==> config.mk <==
export PLATFORM = sky130hd
export DESIGN_NAME = seq_divider_6by3_flat
export DESIGN_NICKNAME = d
export VERILOG_FILES = /design/src/rtl/seq_divider_6by3_if.sv /design/src/rtl/seq_divider_6by3.sv /design/src/flat_wrapper.sv
export SDC_FILE = /design/constraint.sdc
export NUM_CORES = 1
export LEC_CHECK = 0
export BUFFER_PORTS_ARGS = -buffer_cell sky130_fd_sc_hd__buf_4
export CORE_MARGIN = 2
export CORE_UTILIZATION = 49
export DETAILED_ROUTE_END_ITERATION = 10
export PLACE_DENSITY = 0.72
export REMOVE_ABC_BUFFERS = 1
export SYNTH_ARGS = -nofsm -noshare
export SYNTH_HDL_FRONTEND = slang
export SYNTH_SLANG_ARGS = --single-unit
==> constraint.sdc <==
create_clock -name clk -period 1.8 [get_ports clk]
set_input_delay 0.18 -clock clk [delete_from_list [all_inputs] [get_ports clk]]
set_output_delay 0.18 -clock clk [all_outputs]
set_load 0.03 [all_outputs]
==> src/rtl/seq_divider_6by3_if.sv <==
// Operand/result handshake bundle for the 6-by-3 sequential divider.
// The master drives operands and takes results; the slave is the divider.
interface seq_divider_6by3_if #(
    parameter int DW = 6,
    parameter int VW = 3
);
    logic          in_valid;
    logic          in_ready;
    logic [DW-1:0] dividend;
    logic [VW-1:0] divisor;
    logic          out_valid;
    logic          out_ready;
    logic [DW-1:0] quotient;
    logic [VW-1:0] remainder;
    logic          dbz;

    modport master (
        output in_valid, dividend, divisor, out_ready,
        input  in_ready, out_valid, quotient, remainder, dbz
    );

    modport slave (
        input  in_valid, dividend, divisor, out_ready,
        output in_ready, out_valid, quotient, remainder, dbz
    );
endinterface

==> src/rtl/seq_divider_6by3.sv <==
// Iterative restoring divider, one quotient bit per clock.
// Inverse of the 3x3 array multiplier: DW-bit dividend, VW-bit divisor.
module seq_divider_6by3 #(
    parameter int DW = 6,
    parameter int VW = 3
) (
    input  logic              clk,
    input  logic              rst_n,
    seq_divider_6by3_if.slave bus
);
    localparam int CW = $clog2(DW);

    typedef enum logic [1:0] {
        IDLE,
        CALC,
        DONE
    } state_t;

    state_t        state;
    state_t        state_nx;
    logic [CW-1:0] cnt;
    logic [DW-1:0] dvd;
    logic [VW-1:0] dvs;
    logic [VW-1:0] pr;
    logic [VW:0]   trial;
    logic [VW:0]   diff;
    logic [VW-1:0] pr_nx;
    logic          ge;
    logic          last;
    logic          zero_div;
    logic [DW-1:0] q_out;
    logic [VW-1:0] r_out;
    logic          dbz_q;

    // pr < dvs always holds, so trial < 2*dvs and diff's top bit is a clean borrow
    assign trial    = {pr, dvd[DW-1]};
    assign diff     = trial - {1'b0, dvs};
    assign ge       = ~diff[VW];
    assign pr_nx    = ge ? diff[VW-1:0] : trial[VW-1:0];
    assign last     = (cnt == CW'(DW - 1));
    assign zero_div = (bus.divisor == '0);

    always_ff @(posedge clk or negedge rst_n) begin
        if (!rst_n) begin
            state <= IDLE;
        end else begin
            state <= state_nx;
        end
    end

    always_comb begin
        state_nx = state;
        unique case (state)
            IDLE: begin
                if (bus.in_valid) begin
                    state_nx = zero_div ? DONE : CALC;
                end
            end
            CALC: begin
                if (last) begin
                    state_nx = DONE;
                end
            end
            DONE: begin
                if (bus.out_ready) begin
                    state_nx = IDLE;
                end
            end
            default: state_nx = IDLE;
        endcase
    end

    // Quotient bits shift into the dividend register as its MSBs are consumed
    always_ff @(posedge clk or negedge rst_n) begin
        if (!rst_n) begin
            cnt   <= '0;
            dvd   <= '0;
            dvs   <= '0;
            pr    <= '0;
            q_out <= '0;
            r_out <= '0;
            dbz_q <= 1'b0;
        end else begin
            unique case (state)
                IDLE: begin
                    if (bus.in_valid) begin
                        dvd <= bus.dividend;
                        dvs <= bus.divisor;
                        pr  <= '0;
                        cnt <= '0;
                        if (zero_div) begin
                            q_out <= '1;
                            r_out <= '0;
                            dbz_q <= 1'b1;
                        end else begin
                            dbz_q <= 1'b0;
                        end
                    end
                end
                CALC: begin
                    dvd <= {dvd[DW-2:0], ge};
                    pr  <= pr_nx;
                    cnt <= cnt + 1'b1;
                    if (last) begin
                        q_out <= {dvd[DW-2:0], ge};
                        r_out <= pr_nx;
                    end
                end
                default: begin
                end
            endcase
        end
    end

    assign bus.in_ready  = (state == IDLE);
    assign bus.out_valid = (state == DONE);
    assign bus.quotient  = q_out;
    assign bus.remainder = r_out;
    assign bus.dbz       = dbz_q;
endmodule
==> src/flat_wrapper.sv <==
// flat-port wrapper written by rule: the top's interface ports become plain ports
module seq_divider_6by3_flat 
#(
    parameter int DW = 6,
    parameter int VW = 3
)
  (clk, rst_n, bus_in_valid, bus_dividend, bus_divisor, bus_out_ready, bus_in_ready, bus_out_valid, bus_quotient, bus_remainder, bus_dbz);
  seq_divider_6by3_if #(.DW(DW), .VW(VW)) bus_i ();
  input  logic clk;
  input  logic rst_n;
  input wire logic [$bits(bus_i.in_valid)-1:0] bus_in_valid;
  input wire logic [$bits(bus_i.dividend)-1:0] bus_dividend;
  input wire logic [$bits(bus_i.divisor)-1:0] bus_divisor;
  input wire logic [$bits(bus_i.out_ready)-1:0] bus_out_ready;
  output wire logic [$bits(bus_i.in_ready)-1:0] bus_in_ready;
  output wire logic [$bits(bus_i.out_valid)-1:0] bus_out_valid;
  output wire logic [$bits(bus_i.quotient)-1:0] bus_quotient;
  output wire logic [$bits(bus_i.remainder)-1:0] bus_remainder;
  output wire logic [$bits(bus_i.dbz)-1:0] bus_dbz;
  assign bus_i.in_valid = bus_in_valid;
  assign bus_i.dividend = bus_dividend;
  assign bus_i.divisor = bus_divisor;
  assign bus_i.out_ready = bus_out_ready;
  assign bus_in_ready = bus_i.in_ready;
  assign bus_out_valid = bus_i.out_valid;
  assign bus_quotient = bus_i.quotient;
  assign bus_remainder = bus_i.remainder;
  assign bus_dbz = bus_i.dbz;
  seq_divider_6by3 #(.DW(DW), .VW(VW)) u_core (.clk(clk), .rst_n(rst_n), .bus(bus_i));
endmodule
Yosys cells after proc, flatten, opt, wreduce, memory -nomap -nowiden
Cells that the tools add are included.
{ "totals": {"register_bits": 27, "inputBits": 13, "elab_cells": 45} }
{ "classes": {"add_sub_neg": 2, "eq_ne": 7, "mux": 20, "n_bitwise": 1, "reduce_logical": 7} }
{ "op_table": {"columns": ["op", "count"], "rows": [
  ["2-to-1 mux 6 bit", 4],
  ["one-hot mux 6 bit (2 select lines)", 2],
  ["one-hot mux 3 bit (2 select lines)", 3],
  ["2-to-1 mux 3 bit", 5],
  ["2-to-1 mux 2 bit", 4],
  ["one-hot mux 2 bit (3 select lines)", 1],
  ["!= test 2 x 1 -> 1 bit, second input constant", 2],
  ["!= test 2 bit, second input constant", 2],
  ["AND reduction 2 bit", 2],
  ["AND reduction 4 bit", 1],
  ["subtractor 4 x 3 -> 4 bit", 1],
  ["adder 3 x 1 -> 3 bit, second input constant", 1],
  ["equality test 3 bit, second input constant", 1],
  ["zero test 3 bit", 1],
  ["AND reduction 3 bit", 1],
  ["equality test 2 x 1 -> 1 bit, second input constant", 1],
  ["equality test 2 bit, second input constant", 1],
  ["zero test 2 bit", 1],
  ["nonzero test 2 bit", 1],
  ["2-to-1 mux 1 bit", 1],
  ["NOT 1 bit", 1]
]} }

Depth between registers and ports, before layout
Gate-level depths: netlist (run 1).
{ "logic_depth": {"word_depth": 4, "depth_mapped": 7, "ltp_nobuf": 7} }

Worst setup path after synthesis (run 1)
Ideal clock, no wire load.
{ "synth_path": {"path_kind": "register -> register", "from": "reg u_core.dvd[5]", "to": "reg u_core.r_out[1] (netlist: u_core.bus.remainder[1])", "setup_time_ns": 0.065, "arrival_ns": 1.698, "t_required_ns": 1.735, "slack_ns": 0.036, "stages_incl_launch_ff": 8, "synth_period_minus_slack_ns": 1.764, "path_cell_list": "dfrtp_1 > inv_1 > ha_1 > fa_1 > or2_2 > a221oi_1 > a21oi_1 > nand2_1"} }
{ "synth_via": {"elab_chain_len": 4} }
{ "synth_lines": {"columns": ["item", "line_no", "source"], "rows": [
  ["start: declaration", "seq_divider_6by3.sv:22", "logic [DW-1:0] dvd;"],
  ["start signal: assignment", "seq_divider_6by3.sv:87", "dvd <= bus.dividend;"],
  ["start signal: assignment", "seq_divider_6by3.sv:101", "dvd <= {dvd[DW-2:0], ge};"],
  ["subtractor 4 x 3 -> 4 bit", "seq_divider_6by3.sv:37", "assign diff = trial - {1'b0, dvs};"],
  ["2-to-1 mux 3 bit", "seq_divider_6by3.sv:39", "assign pr_nx = ge ? diff[VW-1:0] : trial[VW-1:0];"],
  ["2-to-1 mux 3 bit", "seq_divider_6by3.sv:104", "if (last) begin"],
  ["one-hot mux 3 bit (2 select lines)", "seq_divider_6by3.sv:84", "unique case (state)"],
  ["end signal: assignment", "seq_divider_6by3.sv:106", "r_out <= pr_nx;"],
  ["end: declaration", "seq_divider_6by3.sv:32", "logic [VW-1:0] r_out;"]
]} }
No other way between the ends. The select of a mux whose other input is x is not followed.
A chain may end at the register's enable or synchronous reset.

Worst setup path in the final report (run 1)
{ "layout_path": {"from": "reg u_core.dvs[0]", "to": "reg u_core.r_out[1] (netlist: u_core.bus.remainder[1])"} }
{ "layout_via": {"elab_chain_len": 4} }
{ "layout_lines": {"columns": ["item", "line_no", "source"], "rows": [
  ["start: declaration", "seq_divider_6by3.sv:23", "logic [VW-1:0] dvs;"],
  ["start signal: assignment", "seq_divider_6by3.sv:88", "dvs <= bus.divisor;"],
  ["subtractor 4 x 3 -> 4 bit", "seq_divider_6by3.sv:37", null],
  ["2-to-1 mux 3 bit", "seq_divider_6by3.sv:39", null],
  ["2-to-1 mux 3 bit", "seq_divider_6by3.sv:104", null],
  ["one-hot mux 3 bit (2 select lines)", "seq_divider_6by3.sv:84", null]
]} }
No other way between the ends. The select of a mux whose other input is x is not followed.

==> results by group, run 1 <==
Final layout
  • Sequential cell area: between 600 and 700 µm²
  • Most frequent cells in the layout: buf_4, dfrtp_1, nand2_1, o21ai_0, a21oi_1
  • Final Instance Area: between 1500 and 2000 µm²
  • Fin cells: 210
  • Diode count: 0
  • Area grow syn2layout: 23.5%
  • Layout cells sized above 1: 29.1%
  • Filler cells: between 200 and 250
  • Final nets: 199
  • Most common cell after layout, fill and taps aside: buf_4
  • Multi-input gate area: between 700 and 800 µm²

Worst setup path
  • CP Data Required Time: 2.08 ns
  • Worst EP arrival: about 2 ns
  • Startpoint Class: register
  • R2r startpoint: u_core.dvs[0]$_DFFE_PN0P_
  • Reg2reg end: u_core.bus.remainder[1]$_DFFE_PN0P_
  • Crit path from: u_core.dvs[0]$_DFFE_PN0P_
  • CP Max Fanout: 2
  • Reg-to-reg slack, setup: ~0.063 ns
  • Crit Path Class: reg2reg
  • Crit path to: u_core.bus.remainder[1]$_DFFE_PN0P_
  • Worst r2r path cells: 6
  • CP endpoint kind: register

CTS
  • Clk buf depth: 2
  • Total CTS buffers: 3
  • Clk_lat worst skew: 0.33 ns
  • Clock slew at the register clock pins of the worst setup and hold paths: 0.14 ns
  • Root buffer cell: clkbuf_4
  • Clock tree sinks: 27
  • CTS tree: yes
  • Depth of the CTS H-tree: 1

Global routing
  • Grt total ovfl: 0
  • Vias in the first global route: between 1k and 1.5k
  • First-pass GRT wire length: between 5 and 6 mm
  • Gr usage total: between 20% and 30%
  • Initial antenna violation count: 0
  • Largest net degree at the start of global routing: 28

Synthesis
  • Post-synth top area share: a little under half
  • Top_reg_cell synth: dfrtp_1
  • Post-synthesis cell type count: 38
  • Synth warn: 0
  • Ys async rst share: 100%
  • Dominant cell type by area after synthesis: dfrtp_1
  • Seq cells post-synth: 27
  • Top cells by area, synth: dfrtp_1, o21ai_0, ha_1
  • Syn Inst Count: 143
  • Average size of a mapped cell: about 10 µm²
  • Synthesized cell area: 1480 µm²
  • EDFF count, synth: 0
  • Sequential area share after synthesis: 45.8%

Detailed routing
  • Top routing layer used: met4
  • DRC viols: 2
  • Met2 Wirelength: around 1.6 mm
  • Post-Route WL: roughly 3.4 mm
  • WL met1: 1.57 mm
  • Drt pass-1 iters: 7
  • Routed len/inst: roughly 16 µm
  • Routed vias: about 1.2k
  • Final ANT Viol Nets: 0
  • WL met3: 113 µm
  • Drt initial violations: 30
  • Vias per cell: 5.78

STA
  • Setup TNS: 0 ns
  • RSZ-0062 raised after global routing: no
  • Setup violations, final: 0
  • Crit path time final: 1.74 ns
  • Setup ws final: 0.0633 ns
  • Worst Skew: between 0.005 and 0.006 ns
  • Slew HR: roughly two thirds
  • Worst Tran Pin Value: 0.475 ns
  • Final hold slack: approximately 0.033 ns
  • F_max: roughly 580 MHz
  • Final worst path period share: a little over nine tenths
  • Final Hold Violating Endpoints: 0
  • Final Slew Violations: 0

Die
  • Rows: 19
  • IO Pins: 25
  • Starting Density: roughly 53%
  • Die Y: 58.9 µm
  • Die area: between 3000 and 4000 µm²
  • Core Box Area: 2810 µm²
  • Die width: between 50 and 60 µm

Place
  • Place WS: -0.0897 ns
  • DP Cell Count: between 200 and 250
  • Number of port buffers: 24
  • Post-DP Area: roughly 1700 µm²
  • Hpwl dp: between 2 and 3 mm
  • GPL Wtd Cong: around 0.80

Hold path
  • Min-delay worst type: in2reg
  • Hold Path Stages: 2

Power and ir drop
  • Peak VDD IR: about 0.0010 V
  • Leakage: ~0.84 nW
  • Pwr/cell area: 1960 nW/µm²

Status
  • Failing checks: DRC
  • Outcome: complete, but fails checks

Flow run
  • MaxCap Viol Count: 0
==> worst min-delay path by stage <==
stage | endpoint | from | slack, ns
after floorplan | u_core.bus.dbz$_DFFE_PN0P_ | rst_n | -0.12
after global placement | u_core.bus.quotient[2]$_DFFE_PN0P_ | rst_n | 0.11
after detailed placement | u_core.dvd[1]$_DFFE_PN0P_ | rst_n | 0.11
after CTS | u_core.state[1]$_DFFE_PN0P_ | bus_out_ready | 0.04
after global routing | u_core.state[1]$_DFFE_PN0P_ | bus_out_ready | 0.008
final | u_core.state[1]$_DFFE_PN0P_ | bus_out_ready | 0.03
==> routing by layer <==
metal,GRT usage [%],up-vias
met1,31.0,593
li1,-,589
met4,10.7,0
met3,3.08,4
met2,34.1,27
met5,0,-
==> flip-flops by register name, indices dropped and copies added, names as in the netlist <==
signal / cells
u_core.pr: 3
u_core.cnt: 3
u_core.bus.dbz: 1
u_core.dvs: 3
u_core.state: 2
u_core.dvd: 6
u_core.bus.quotient: 6
u_core.bus.remainder: 3
==> final cells by class <==
class / count / area share, %
clock buffer: 4 / 1.44
inverter: 8 / 1.65
multi-input combinational: 104 / 42.7
sequential: 27 / 37.1
tap: 31 / 2.13
timing repair buffer: 36 / 15.0
==> worst max-delay path: stages (launching register included) <==
cell and delay (ns):
dfrtp_1 0.44, ha_4 0.17, fa_1 0.45, or2_4 0.25, a221oi_2 0.23, a21oi_1 0.07
nand2_1 0.07
==> cells by family (layout without fill, tap and decap cells) <==
family / count (synthesis) / count (layout) / synth area share [%]
AO/OA/AOI/OAI: 48 / 48 / 22.0
AND/OR/NAND/NOR: 46 / 46 / 20.4
flip-flops: 27 / 27 / 45.8
buffers and inverters: 12 / 48 / 3.73
adder cells (fa/ha/maj): 6 / 6 / 5.60
XOR/XNOR: 3 / 3 / 1.78
multiplexers: 1 / 1 / 0.763
==> through the flow <==
| step | util, % | power, mW |
|---|---|---|
| after global placement | 61.9 | 3.08 |
| after detailed placement | 61.9 | 3.18 |
| after floorplan | - | 2.48 |
| after global routing | 64.9 | 3.86 |
| after CTS | 64.5 | 3.54 |
| final | 64.9 | 3.57 |
==> repair_timing <==
action	4_1_cts	5_1_grt
endpoints found under the setup margin	1	5
pin swaps	4	3
resized for setup	5	2
setup buffers	2	0
hold endpoints to repair	27	0
hold buffers	1	0
==> synth_stat cells (all sizes together), types with 3 or more instances <==
master and count:
a21oi 9, a22oi 5, and2b 5, buf 3, dfrtp 27, ha 5
inv 8, nand2 15, nand3 3, nand3b 4, nor2 6, nor2b 4
o211ai 4, o21ai 14, o22a 6
==> power by group <==
group,internal (mW),switching (mW)
clock network,0.0870,0.177
registers,0.883,0.268
logic,1.01,1.15
Power figures use the tool's default switching activity.
==> run 2, diff against run 1 <==
--- a/config.mk
+++ b/config.mk
@@ -5,6 +5,7 @@
 export SDC_FILE = /design/constraint.sdc
 export NUM_CORES = 1
 export LEC_CHECK = 0
+export ABC_AREA = 1
 export BUFFER_PORTS_ARGS = -buffer_cell sky130_fd_sc_hd__buf_4
 export CORE_MARGIN = 2
 export CORE_UTILIZATION = 49
@@ -14,3 +15,4 @@
 export SYNTH_ARGS = -nofsm -noshare
 export SYNTH_HDL_FRONTEND = slang
 export SYNTH_SLANG_ARGS = --single-unit
+export TNS_END_PERCENT = 1
==> run 2 against run 1 <==
Net effect: the flow now finishes without violations; via count is 14% lower; largest cell class is now sequential cells; area after synthesis is 7.6% lower; core utilization is 5.2 points lower; final cell count is 3.3% lower; critical endpoint is now u_core.pr[0]$_DFFE_PN0P_.
==> results by group, run 2 <==
Status
  • Outcome: finished clean

Worst setup path
  • CP endpoint kind: register
  • Crit-path slowest cell: dfrtp_1
  • R2r startpoint: u_core.pr[1]$_DFFE_PN0P_
  • CP Max Fanout: 4 (+2)
  • Critical Path Max Stage Delay: 0.44 ns (about the same)
  • Crit path from: u_core.pr[1]$_DFFE_PN0P_
  • CP Data Required Time: 2.03 ns (-0.05 ns)
  • Crit Path Class: reg2reg
  • Worst EP arrival: 1.82 ns (-0.19 ns)
  • Startpoint Class: register
  • CP Cell Sequence: ha_1 -> a21oi_2 -> nand3_1 -> nand3_1 -> nand2_1 -> nand2_1 -> o21ai_0

Power and ir drop
  • Pwr/cell area: 1990 nW/µm² (+1.6%)
  • Psw: 1.56 mW (-2.1%)
  • Sw Share: 48.8% (+4.2 points)
  • Seq pwr share: 33.6% (+1.4 points)
  • Leakage: 0.817 nW (-2.7%)
  • Clock network fraction of design power: 8.9% (+1.5 points)
  • Combinational share of power: 57.5% (-2.9 points)
  • Pint: 1.64 mW (-17%)
  • Peak VDD IR: 0.00112 V (+8.9%)
  • Total power: 3.20 mW (-10%)

STA
  • Worst Tran Pin Value: 0.343 ns (-0.131 ns)
  • Crit path time final: 1.59 ns (-0.151 ns)
  • Setup TNS: 0 ns (unchanged)
  • Slew HR: 77.1% (+8.8 points)
  • Final Hold Violating Endpoints: 0 (unchanged)
  • Setup violations, final: 0 (unchanged)
  • Final worst path period share: 88.1% (-8.4 points)
  • F_max: 631 MHz (+9.5%)
  • Final Slew Violations: 0 (unchanged)
  • RSZ-0062 raised after global routing: no
  • Worst Skew: 0.00489 ns (-0.000537 ns)
  • Setup ws final: 0.214 ns (+0.151 ns)

Flow run
  • MaxCap Viol Count: 0 (unchanged)

Final layout
  • Area grow syn2layout: 17.8%
  • Final nets: 192 (-3.5%)
  • Final Core Density: 59.8% (-5.2 points)
  • Filler cells: 241 (+5.2%)
  • Layout cells sized above 1: 26.7% (-2.3 points)
  • Diode count: 0 (unchanged)
  • Most frequent cells in the layout: nand2_1, dfrtp_1, buf_4, nor2_1, inv_1
  • Most common cell after layout, fill and taps aside: nand2_1

Synthesis
  • Synth warn: 0 (unchanged)
  • Sequential area share after synthesis: 49.6% (+3.8 points)
  • Most common library cells after synthesis: nand2_1, dfrtp_1, nor2_1
  • Top_reg_cell synth: dfrtp_1
  • Dominant cell type by area after synthesis: dfrtp_1
  • Seq cells post-synth: 27 (unchanged)
  • Ys async rst share: 100% (unchanged)
  • Top-count cell post-synth: nand2_1
  • Synthesized cell area: 1360 µm² (-7.6%)
  • Top cells by area, synth: dfrtp_1, nand2_1, ha_1
  • Syn Inst Count: 145 (+1.4%)
  • Average size of a mapped cell: 9.40 µm² (-8.9%)
  • Post-synth top area share: 49.6% (+3.8 points)
  • EDFF count, synth: 0 (unchanged)
  • Post-synthesis cell type count: 23 (-39%)

Place
  • GPL Wtd Cong: 0.925 (+16%)
  • Place WS: 0.153 ns (+0.243 ns)
  • Hpwl dp: 1.86 mm (-27%)
  • Number of port buffers: 24 (unchanged)

CTS
  • Clk_lat worst skew: 0.34 ns (about the same)
  • Setup Fix Bufs, Post-CTS: 0 (-2)
  • Clock slew at the register clock pins of the worst setup and hold paths: 0.16 ns (+0.02 ns)
  • Total CTS buffers: 3 (unchanged)
  • Depth of the CTS H-tree: 1 (unchanged)
  • CTS tree: yes
  • Clk buf depth: 2 (unchanged)
  • Root buffer cell: clkbuf_4
  • Clock tree sinks: 27 (unchanged)

Die
  • Core Box Area: 2690 µm² (-4.2%)
  • Die width: 56.7 µm (-3.6%)
  • Die area: 3220 µm² (-7.1%)
  • Rows: 19 (unchanged)
  • Starting Density: 50.7% (-1.9 points)
  • Die Y: 56.7 µm (-3.6%)
  • IO Pins: 25 (unchanged)

Global routing
  • Vias in the first global route: 1041 (-15%)
  • Gr usage total: 18.2% (-4.1 points)
  • Largest net degree at the start of global routing: 28 (unchanged)
  • Initial antenna violation count: 0 (unchanged)
  • First-pass GRT wire length: 4.60 mm (-20%)
  • Grt total ovfl: 0 (unchanged)

Hold path
  • Min-delay worst type: in2reg
  • Hold Path Origin: bus_divisor[0]

Detailed routing
  • Vias per cell: 5.13 (-11%)
  • DRC viols: 0 (-2)
  • Post-Route WL: 2.57 mm (-23%)
  • Drt pass-1 iters: 4 (-3)
  • Routed vias: 1042 (-14%)
  • Drt initial violations: 25 (-17%)
  • Final ANT Viol Nets: 0 (unchanged)
  • Routed len/inst: 12.7 µm (-21%)
==> run 2: cell types whose count changed in the layout (fill, tap and decap cells not counted), sizes merged, moves of 5 or more <==
cell / previous run / this run
nand3: 3 / 13
buf: 35 / 24
nand2: 15 / 37
o22a: 6 / 0
inv: 8 / 15
nor2: 6 / 15
and2b: 5 / 0
o31ai: 0 / 6
a22oi: 5 / 0
==> run 2: final timing paths <==
kind | end | slack, ns | depth (start not counted)
max reg2reg | u_core.pr[0]$_DFFE_PN0P_ | 0.21 | 7
min reg2reg | u_core.bus.remainder[0]$_DFFE_PN0P_ | 0.50 | 2
min in group asynchronous | u_core.bus.remainder[1]$_DFFE_PN0P_ | 0.26 | 2
max | u_core.pr[0]$_DFFE_PN0P_ | 0.21 | 7
max in group asynchronous | u_core.cnt[1]$_DFFE_PN0P_ | 1.28 | 2
min | u_core.dvs[0]$_DFFE_PN0P_ | 0.08 | 2
==> run 2: kinds of logic (layout without fill, tap and decap cells) <==
group	after synthesis	count (layout)	share of synthesized area (%)
and+or+nand+nor	66	66	23.1
xor gates and xnor gates	1	1	0.643
DFF	27	27	49.6
muxes	1	1	0.826
adders and majority gates	6	6	6.06
buffers and inverters	18	45	6.52
AOI/OAI and AO/OA	26	26	13.2
==> run 2: repair_timing <==
action	CTS	global route
resized for setup	0	1
endpoints found under the setup margin	0	1
hold buffers	2	0
endpoints found under the hold margin	28	0
==> run 2: worst max-delay path: cells and delay by family (launching register included) <==
family	cells	cell delay (ns)
AOI/OAI and AO/OA	2	0.26
and+or+nand+nor	4	0.42
adders and majority gates	1	0.36
DFF	1	0.44
==> run 2: area by class of cell <==
cell class	count	area (µm²)	share of cell area, %
Timing Repair Buffer	26	200	12.5
Clock buffer	3	22.5	1.40
Inverter	15	58.8	3.66
Sequential cell	27	676	42.1
Multi-Input combinational cell	100	602	37.5
Clock inverter	1	7.51	0.468
Tap cell	31	38.8	2.42
==> run 2: metrics by stage <==
step / instances / instance area [µm²] / hold slack [ns]
3_5_place_dp: 197 / 1550 / 0.117
5_1_grt: 203 / 1610 / 0.0819
4_1_cts: 203 / 1600 / 0.0612
6_report: 203 / 1610 / 0.0768
3_3_place_gp: 197 / 1550 / 0.112
2_1_floorplan: 142 / 1330 / -0.116
==> run 2: power by group through the flow <==
stage	clock network, mW	registers [mW]	logic [mW]
global placement	0	1.08	1.80
finish	0.284	1.08	1.84
CTS	0.295	1.08	1.86
global route	0.313	1.11	2.06
detailed placement	0	1.09	1.85
floorplan	0	1.24	1.19
==> run 2: per-layer routing <==
| layer | GRT usage [%] | part of all wire (%) |
|---|---|---|
| met1 | 23.8 | 46 |
| met2 | 30.2 | 49 |
| met3 | 2.07 | 2.5 |
| met4 | 7.97 | 2.2 |
| met5 | 0 | 0 |
